<file path="config.mk">
export PLATFORM = sky130hd
export DESIGN_NAME = ahb_bus_arbiter
export DESIGN_NICKNAME = d
export VERILOG_FILES = /design/src/rtl/ahb_bus_arbiter.sv
export SDC_FILE = /design/constraint.sdc
export NUM_CORES = 1
export LEC_CHECK = 0
export CAP_MARGIN = 25
export CORE_MARGIN = 3
export CORE_UTILIZATION = 48
export DETAILED_ROUTE_END_ITERATION = 16
export PLACE_DENSITY = 0.75
export REMOVE_ABC_BUFFERS = 1
export SYNTH_ARGS = -nofsm -noshare
export SYNTH_HDL_FRONTEND = slang
export SYNTH_SLANG_ARGS = --single-unit
</file>
<file path="constraint.sdc">
create_clock -name hclk_i -period 2.3 [get_ports hclk_i]
set_input_delay 0.46 -clock hclk_i [delete_from_list [all_inputs] [get_ports hclk_i]]
set_output_delay 0.46 -clock hclk_i [all_outputs]
set_load 0.01 [all_outputs]
</file>
<file path="src/rtl/ahb_bus_arbiter.sv">
// AHB arbiter for the bridge slave port. It holds the grant for defined-length bursts and locked sequences.
// It arbitrates round-robin by default. Defining ARB_FIXED_PRIORITY_EN switches to fixed priority (lowest index wins).
module ahb_bus_arbiter #(
  parameter int NUM_MASTERS    = 4,
  parameter int MIDX_WIDTH     = 2,
  parameter int MAX_INCR_BEATS = 16
) (
  input  logic                   hclk_i,
  input  logic                   hreset_i,
  input  logic [NUM_MASTERS-1:0] hbusreq_i,
  input  logic [NUM_MASTERS-1:0] hlock_i,
  input  logic [1:0]             htrans_i,
  input  logic [2:0]             hburst_i,
  input  logic                   hready_i,
  output logic [NUM_MASTERS-1:0] hgrant_o,
  output logic [MIDX_WIDTH-1:0]  hmaster_o,
  output logic                   hmastlock_o
);

  typedef enum logic [1:0] {ST_ARB, ST_BURST, ST_LOCKED} state_e;

  localparam logic [1:0] TR_IDLE   = 2'b00;
  localparam logic [1:0] TR_NONSEQ = 2'b10;
  localparam logic [2:0] HB_INCR   = 3'b001;
  localparam logic [4:0] INCR_CAP  = 5'(MAX_INCR_BEATS);

  state_e                 state_q, state_d;
  logic [NUM_MASTERS-1:0] grant_q, grant_d;
  logic [MIDX_WIDTH-1:0]  hmaster_q, hmaster_d;
  logic                   hmastlock_q, hmastlock_d;
  logic [4:0]             beat_cnt_q, beat_cnt_d;
  logic [4:0]             len_q, len_d;
  logic                   incr_q, incr_d;

  logic [MIDX_WIDTH-1:0]  grant_idx;
  logic [MIDX_WIDTH-1:0]  pick_idx;
  logic                   pick_valid;
  logic [NUM_MASTERS-1:0] arb_grant;
  logic                   arb_lock;
  logic [4:0]             len_new;
  logic                   beat, nonseq, idle, do_arb;

  assign beat   = hready_i & htrans_i[1];
  assign nonseq = (htrans_i == TR_NONSEQ);
  assign idle   = (htrans_i == TR_IDLE);

  always_comb begin
    grant_idx = '0;
    for (int i = 0; i < NUM_MASTERS; i++)
      if (grant_q[i]) grant_idx = grant_idx | MIDX_WIDTH'(i);
  end

  always_comb begin
    case (hburst_i)
      3'd0:       len_new = 5'd1;
      3'd1:       len_new = INCR_CAP;
      3'd2, 3'd3: len_new = 5'd4;
      3'd4, 3'd5: len_new = 5'd8;
      default:    len_new = 5'd16;
    endcase
  end

`ifdef ARB_FIXED_PRIORITY_EN
  always_comb begin
    pick_valid = 1'b0;
    pick_idx   = '0;
    for (int i = NUM_MASTERS - 1; i >= 0; i--)
      if (hbusreq_i[i]) begin
        pick_valid = 1'b1;
        pick_idx   = MIDX_WIDTH'(i);
      end
  end
`else
  logic [MIDX_WIDTH-1:0] rr_q, rr_d;
  logic [MIDX_WIDTH-1:0] cand;

  // Scan from the far end so the candidate closest after rr_q is assigned last and wins.
  always_comb begin
    pick_valid = 1'b0;
    pick_idx   = '0;
    cand       = '0;
    for (int i = NUM_MASTERS; i >= 1; i--) begin
      cand = MIDX_WIDTH'((int'(rr_q) + i) % NUM_MASTERS);
      if (hbusreq_i[cand]) begin
        pick_valid = 1'b1;
        pick_idx   = cand;
      end
    end
  end
`endif

  assign arb_grant = pick_valid ? (NUM_MASTERS'(1) << pick_idx) : NUM_MASTERS'(1);
  assign arb_lock  = pick_valid & hlock_i[pick_idx];

  // htrans_i/hburst_i are taken to belong to the currently granted master.
  always_comb begin
    state_d     = state_q;
    grant_d     = grant_q;
    hmaster_d   = hmaster_q;
    hmastlock_d = hmastlock_q;
    beat_cnt_d  = beat_cnt_q;
    len_d       = len_q;
    incr_d      = incr_q;
    do_arb      = 1'b0;
`ifndef ARB_FIXED_PRIORITY_EN
    rr_d        = rr_q;
`endif
    if (hready_i) begin
      hmaster_d   = grant_idx;
      hmastlock_d = hlock_i[grant_idx];
      case (state_q)
        ST_ARB: begin
          if (beat && nonseq && len_new > 5'd1) begin
            state_d    = ST_BURST;
            beat_cnt_d = 5'd1;
            len_d      = len_new;
            incr_d     = (hburst_i == HB_INCR);
          end else begin
            do_arb = 1'b1;
          end
        end
        ST_BURST: begin
          if (beat) begin
            if (nonseq) begin
              if (len_new == 5'd1) begin
                do_arb = 1'b1;
              end else begin
                beat_cnt_d = 5'd1;
                len_d      = len_new;
                incr_d     = (hburst_i == HB_INCR);
              end
            end else if (beat_cnt_q == len_q - 5'd1) begin
              do_arb = 1'b1;
            end else begin
              beat_cnt_d = (beat_cnt_q >= INCR_CAP) ? INCR_CAP : beat_cnt_q + 5'd1;
            end
          end else if (incr_q && idle) begin
            do_arb = 1'b1;
          end
        end
        ST_LOCKED: begin
          if (idle && !hlock_i[grant_idx]) do_arb = 1'b1;
        end
        default: do_arb = 1'b1;
      endcase
      if (do_arb) begin
        grant_d    = arb_grant;
        beat_cnt_d = 5'd0;
        state_d    = arb_lock ? ST_LOCKED : ST_ARB;
`ifndef ARB_FIXED_PRIORITY_EN
        if (pick_valid) rr_d = pick_idx;
`endif
      end
    end
  end

  always_ff @(posedge hclk_i or posedge hreset_i) begin
    if (hreset_i) begin
      state_q     <= ST_ARB;
      grant_q     <= NUM_MASTERS'(1);
      hmaster_q   <= '0;
      hmastlock_q <= 1'b0;
      beat_cnt_q  <= 5'd0;
      len_q       <= 5'd0;
      incr_q      <= 1'b0;
`ifndef ARB_FIXED_PRIORITY_EN
      rr_q        <= '0;
`endif
    end else begin
      state_q     <= state_d;
      grant_q     <= grant_d;
      hmaster_q   <= hmaster_d;
      hmastlock_q <= hmastlock_d;
      beat_cnt_q  <= beat_cnt_d;
      len_q       <= len_d;
      incr_q      <= incr_d;
`ifndef ARB_FIXED_PRIORITY_EN
      rr_q        <= rr_d;
`endif
    end
  end

  assign hgrant_o    = grant_q;
  assign hmaster_o   = hmaster_q;
  assign hmastlock_o = hmastlock_q;

endmodule

</file>
==> results.md, run 1 <==
| Result | This run |
|---|---|
| Status | finished clean |
| Critical-path maximum fanout | 5 |
| Global-route wire length before repair | 6.55 mm |
| Number of antenna cells inserted | 0 |
| Worst min-delay path category | in -> async |
| Largest net degree at the start of global routing | 22 |
| All-layer global routing usage | 21.0% |
| Number of DRC violations after detailed routing | 0 |
| Primary FF master, synth | dfrtp_1 |
| Critical Path Sink Type | flop |
| Area of the mapped netlist | 1520 um2 |
| Post-synthesis sequential area ratio | 34.6% |
| # Max-Cap Violations | 0 |
| Post-Place Cell Area | 1950 um2 |
| NumNets Final | 233 |
| Clock buffers created by TritonCTS | 3 |
| Distinct cell type count after synthesis | 51 |
| Cell count after synthesis | 162 |
| DP HPWL | 2.99 mm |
| Post-cts hold buffer count | 0 |
| Count of buffers from port buffering | 22 |
| Post-synth ARST share | 100% |
| Power per cell area | 870 nW/um2 |
| Ratio of final minimum period to clock period | 99.1% |
| Clock tree from TritonCTS | done |
| Final routed wirelength across all metal layers | 3.95 mm |
| Grt ovf | 0 |
| Area of all placed cells without fillers | 2080 um2 |
| Accumulated negative setup slack | 0 ps |
| Data arrival time of the critical path | 2500 ps |
| Area of the placeable core | 2880 um2 |
| Clock Path Buffers | 2 |
| Seq cells post-synth | 21 |
| Critical setup path kind | in -> reg |
| Initial antenna violation count | 0 |
| Synth top area share | 32.9% |
| Clock-pin slew on the worst setup and hold paths | 120 ps |
| Crit path launch type | input port |
| Synthesis-to-finish area growth | 36.8% |
| Via count of the first global-routing pass | 1456 |
| Post-detailed-route wirelength per cell | 15.6 um |
| Ranking of synthesized cells by area | dfrtp_1 33%, mux2_2 4.4%, ha_1 4.1% |
| Die ar. | 3880 um2 |
| Count of endpoints failing hold in the final timing report | 0 |
| First-pass detailed-route iteration total | 4 |
| Reported leakage power | 0.941 nW |
| Max transition margin | 71.4% |
| Transition time of the tightest slew-check pin | 428 ps |
| Achievable clock frequency | 439 MHz |
| IR Drop Worst-Case VDD | 0.615 mV |
| Yosys Warn Count | 0 |
| Syn Area/Cell | 9.39 um2 |
| Cell at the root of the clock tree | clkbuf_4 |
| Cell type contributing the most total cell area after synthesis | dfrtp_1 |
| Final ANT Viol Nets | 0 |
| Num rows | 19 |
| Clk_skew | 1.63 ps |
| CTS sink count | 21 |
| Routability-driven placement congestion ratio | 0.844 |
| Overall die height | 62.3 um |
| Total number of vias | 1451 |
| Critical Path RT | 2520 ps |
| Starting DRC count in detailed routing | 85 |
| Slew Viols, Final | 0 |
| Layout cell share with drive strength beyond 1 | 24.6% |
| Latest clock arrival within the worst-skew pair | 320 ps |
| Number of H-tree branching levels | 1 |
| Average vias per placed instance | 5.74 |
| Clock period minus final worst setup slack | 2280 ps |
| Starting density of the core | 52.9% |
| Die span in x | 62.3 um |
| Number of enable flip-flop cells after synthesis | 0 |
| Number of top-level pins | 23 |
| Setup-failing EPs final | 0 |
==> logic make-up (layout without fill, tap and decap cells) <==
family,after synthesis,after routing,synth area share (%)
fa+ha+maj,5,5,4.11
xor+xnor,4,4,3.29
mux,12,12,9.05
buf+inv,16,65,4.44
compound gates,48,48,24.0
flops,21,21,34.6
simple gates,56,56,20.5
==> layer usage <==
layer	GRT usage, %	vias to the layer above	wire length [um]
li1	-	704	-
met1	22.9	705	1590
met2	40.5	32	2170
met3	3.96	10	116
met4	6.89	0	75
met5	0	-	0
==> cells in the final DEF, fill, tap and decap left out, drive strengths merged, types with 3 or more instances in the layout <==
master          n
o31ai           5
a21oi           5
a21boi          3
o211ai          5
nand2          11
clkbuf          5
mux2            8
dfrtp          20
nand3           5
nor3            6
a31oi           4
nor2b           5
nand2b          4
clkdlybuf4s50  20
o21a            5
buf            26
ha              5
inv            13
and3            3
o21ai           6
mux2i           4
nor2           10
==> power breakdown <==
group / switching (W) / leakage [nW] / total [W] / internal, W
registers: 0.000127 / 0.267 / 0.000626 / 0.000498
clock network: 0.000120 / 0.0150 / 0.000188 / 0.0000680
logic: 0.000455 / 0.658 / 0.000997 / 0.000543
total: 0.000702 / 0.941 / 0.00181 / 0.00111
==> cell usage after synthesis (all sizes together), types with 2 or more instances <==
cell and count:
mux2i 4, inv 13, o31ai 5, o22a 2
nand2 11, a21o 2, a31oi 4, a21boi 3
nand3b 2, dfrtp 20, nand3 5, o21a 5
a21oi 5, buf 2, o2111ai 2, mux2 8
xnor2 2, nand2b 4, ha 5, and3 3
o211ai 5, nor2 10, nor2b 5, o21ai 6
nor3 6
==> what timing repair did <==
| item | 4_1_cts | 5_1_grt |
|---|---|---|
| endpoints found under the setup margin | 17 | 11 |
| setup buffers | 2 | 1 |
| gates resized for setup | 16 | 9 |
| pin swaps | 5 | 3 |
==> flip-flops by register name (all words and copies together) (netlist names) <==
name,cells
beat_cnt_q,5
state_q,2
incr_q,1
len_q,4
hgrant_o,4
rr_q,2
hmaster_o,2
hmastlock_o,1
==> final timing paths <==
kind | startpoint | end | slack, ps | cells past startpoint
worst max-delay path | hburst_i[1] | len_q[0] | 20 | 10
worst min register to register | hmastlock_o | hmastlock_o | 500 | 1
worst min-delay path | hreset_i | beat_cnt_q[2] | 450 | 3
max in group asynchronous | hreset_i | hgrant_o[0] | 1560 | 3
min in group hclk_i | hmastlock_o | hmastlock_o | 500 | 1
worst max register to register | len_q[0] | hgrant_o[1] | 110 | 7
==> cell type report <==
cell class	instances	area [um2]
Clock buffer	4	26.3
Multi-Input combinational cell	125	1010
Fill cell	221	795
Timing Repair Buffer	48	417
Sequential cell	21	527
Tap cell	42	52.6
Inverter	13	48.8
==> worst max-delay path, cell delays in order <==
cell and delay (ps):
dlygate4sd2_1 250, buf_4 150, ha_4 160, buf_4 130, or3_4 380, o211ai_1 270, o21ai_1 120, nand3b_1 110
buf_6 140, mux2_2 330
==> through the flow <==
stage	power, W	hold slack (ps)	util [%]	cells	setup WS (ps)
2_1_floorplan	0.00120	436	-	159	-134
3_3_place_gp	0.00151	467	67.7	246	-602
3_5_place_dp	0.00155	476	67.7	246	-701
4_1_cts	0.00180	451	70.9	252	39.0
5_1_grt	0.00195	478	72.4	253	-3.50
6_report	0.00181	454	72.4	253	21.8
(Power assumes the default switching activity.)
==> run 2, diff against run 1 <==
CORE_MARGIN = default   (was 3)
==> results.md, run 2 (synthesis results as in run 1) <==
| Result | This run | Delta |
|---|---|---|
| Ratio of final minimum period to clock period | 97.5% | -1.5 points |
| First-pass detailed-route iteration total | 4 | unchanged |
| Routability-driven placement congestion ratio | 0.856 | +1.5% |
| Number of DRC violations after detailed routing | 0 | unchanged |
| Switching power | 0.000686 W | -2.4% |
| Die span in x | 58.3 um | -6.4% |
| Power per cell area | 865 nW/um2 | -0.60% |
| Final ANT Viol Nets | 0 | unchanged |
| Starting density of the core | 50.2% | -2.6 points |
| Transition time of the tightest slew-check pin | 394 ps | -33.8 ps |
| NumNets Final | 234 | +0.43% |
| All-layer global routing usage | 23.2% | +2.1 points |
| Clock tree from TritonCTS | done |  |
| Num rows | 20 | +1 |
| Leading cell types in the layout, fill and taps excluded | 27 x buf_4, 20 x dfrtp_1, 20 x clkdlybuf4s50_1, 13 x inv_1, 11 x nand2_1 |  |
| Area of the placeable core | 3030 um2 | +5.3% |
| Critical setup path kind | in -> reg |  |
| Number of antenna cells inserted | 0 | unchanged |
| Placed instance count | 250 | +1.6% |
| Worst path most repeated cell | buf_4 |  |
| Via count of the first global-routing pass | 1421 | -2.4% |
| Data arrival time of the critical path | 2440 ps | -60 ps |
| Clock Path Buffers | 2 | unchanged |
| Layout cell share with drive strength beyond 1 | 24.5% | -0.12 points |
| Power share of the combinational group | 54.4% | -0.7 points |
| Die ar. | 3400 um2 | -12% |
| Sum of internal, switching and leakage power | 0.00177 W | -2.1% |
| Starting DRC count in detailed routing | 44 | -48% |
| Clk_skew | 7.55 ps | +5.92 ps |
| Crit path launch type | input port |  |
| Crit Reg-Reg Startpoint | len_q[0] |  |
| Clock buffers created by TritonCTS | 3 | unchanged |
| Achievable clock frequency | 446 MHz | +1.6% |
| Clock-pin slew on the worst setup and hold paths | 130 ps | about the same |
| DP HPWL | 2.82 mm | -5.9% |
| Worst-path cell chain | clkdlybuf4s15_2 -> buf_4 -> ha_1 -> buf_4 -> or3_1 -> o211ai_1 -> o21ai_1 -> nand3b_1 -> mux2_2 |  |
| Largest Register | beat_cnt_q |  |
| Overall die height | 58.3 um | -6.4% |
| CTS sink count | 21 | unchanged |
| Sequential share of power | 35.1% | +0.5 points |
| CP max stage cell | or3_1 |  |
| Number of top-level pins | 23 | unchanged |
| Count of endpoints failing hold in the final timing report | 0 | unchanged |
| # Max-Cap Violations | 0 | unchanged |
| Clock network power share | 10.5% | about the same |
| Largest stage delay on the critical path | 370 ps | about the same |
| End of the worst register-to-register path | hgrant_o[1] |  |
| Synthesis-to-finish area growth | 34.8% |  |
| Max reg flops | 5 | unchanged |
| Critical Path Sink Type | flop |  |
| FF-to-FF path depth | 7 | unchanged |
| Grt ovf | 0 | unchanged |
| Number of H-tree branching levels | 1 | unchanged |
| IR Drop Worst-Case VDD | 0.484 mV | -21% |
| Internal portion of total power | 0.00109 W | -1.9% |
| Critical-path maximum fanout | 5 | unchanged |
| Final routed wirelength across all metal layers | 3.65 mm | -7.5% |
| Cell at the root of the clock tree | clkbuf_4 |  |
| Setup-failing EPs final | 0 | unchanged |
| Hold slack | 467 ps | +13.1 ps |
| Initial antenna violation count | 0 | unchanged |
| Number of buffers and inverters on the critical path | 3 | -1 |
| Largest net degree at the start of global routing | 22 | unchanged |
| Global-route wire length before repair | 6.15 mm | -6.1% |
| Gate family responsible for the most delay along the worst path | simple AND/OR/NAND/NOR gates |  |
| Worst min-delay path category | in -> async |  |
| Clock period minus final worst setup slack | 2240 ps | -35.5 ps |
| Filler Cell Count | 256 | +16% |
| Post-Route Utilization | 67.7% | -4.7 points |
| Slack of the worst reg-to-reg path | 90 ps | -20 ps |
| Final non-filler cell total | 256 | +1.2% |
| Post-detailed-route wirelength per cell | 14.3 um | -8.6% |
| Status | finished clean |  |
| Switching portion of total power | 38.7% | -0.11 points |
| Reported leakage power | 0.924 nW | -1.8% |
| Slew Viols, Final | 0 | unchanged |
| Leading cell type in the layout, fill and taps excluded | buf_4 |  |
| Critical Path RT | 2500 ps | -20 ps |
| Count of buffers from port buffering | 22 | unchanged |
| Latest clock arrival within the worst-skew pair | 310 ps | about the same |
| Max transition margin | 73.4% | +2.0 points |
| Total number of vias | 1421 | -2.1% |
| Average vias per placed instance | 5.55 | -3.2% |
[run 2: cell count changes in the layout (fill, tap and decap cells not counted), moves of 2 or more]
cell    previous run  this run
mux2_2             2         6
mux2_4             6         2
buf_4             24        27
buf_6              2         0
[run 2: tightest hold or removal path, cell delays in order]
cell             delay, ps
clkdlybuf4s50_1        400
inv_1                   50
buf_4                  270
[run 2: worst max-delay path by stage]
stage	startpoint	endpoint	cells past startpoint
after floorplan	hburst_i[1]	hgrant_o[1]	7
after global placement	hburst_i[1]	hgrant_o[1]	8
after detailed placement	hburst_i[1]	hgrant_o[1]	8
after CTS	hburst_i[2]	rr_q[1]	7
after global routing	hburst_i[1]	len_q[0]	9
final	hburst_i[1]	len_q[2]	9
[run 2: power groups by stage]
| stage | registers, W | clock network [W] | logic (W) |
|---|---|---|---|
| floorplan | 0.000630 | 0 | 0.000572 |
| global placement | 0.000621 | 0 | 0.000894 |
| detailed placement | 0.000626 | 0 | 0.000920 |
| CTS | 0.000620 | 0.000189 | 0.000948 |
| global route | 0.000642 | 0.000201 | 0.00105 |
| finish | 0.000622 | 0.000186 | 0.000965 |
[run 2: layout make-up]
cell class | instances | area, um2 | area share (%)
multi-input cells | 125 | 975 | 47.5
flip-flops and latches | 21 | 527 | 25.7
repair buffers | 49 | 419 | 20.4
well taps | 44 | 55.1 | 2.68
inverters | 13 | 48.8 | 2.38
clock buffers | 4 | 26.3 | 1.28
[run 2: repair_timing]
action                     4_1_cts  5_1_grt
setup endpoints to repair       17       13
buffers inserted                 2        1
pin swaps                        6        2
gates resized for setup          9        8
hold buffers                     0        0
gates cloned                     0        0
[run 2: stage by stage]
stage / setup slack, ps / setup TNS [ps] / cell area (um2)
after floorplan: -134 / -338 / 1500
after global placement: -613 / -9560 / 1970
after detailed placement: -680 / -10680 / 1970
after CTS: -1.52 / -1.52 / 2010
after global routing: -32.4 / -140 / 2050
final: 57.3 / 0 / 2050
[run 2: routing by layer]
metal	share of wire, %	global-route usage (%)
met4	0.52	4.76
met1	44	27.8
met2	53	44.0
met3	2.3	3.08
met5	0	0
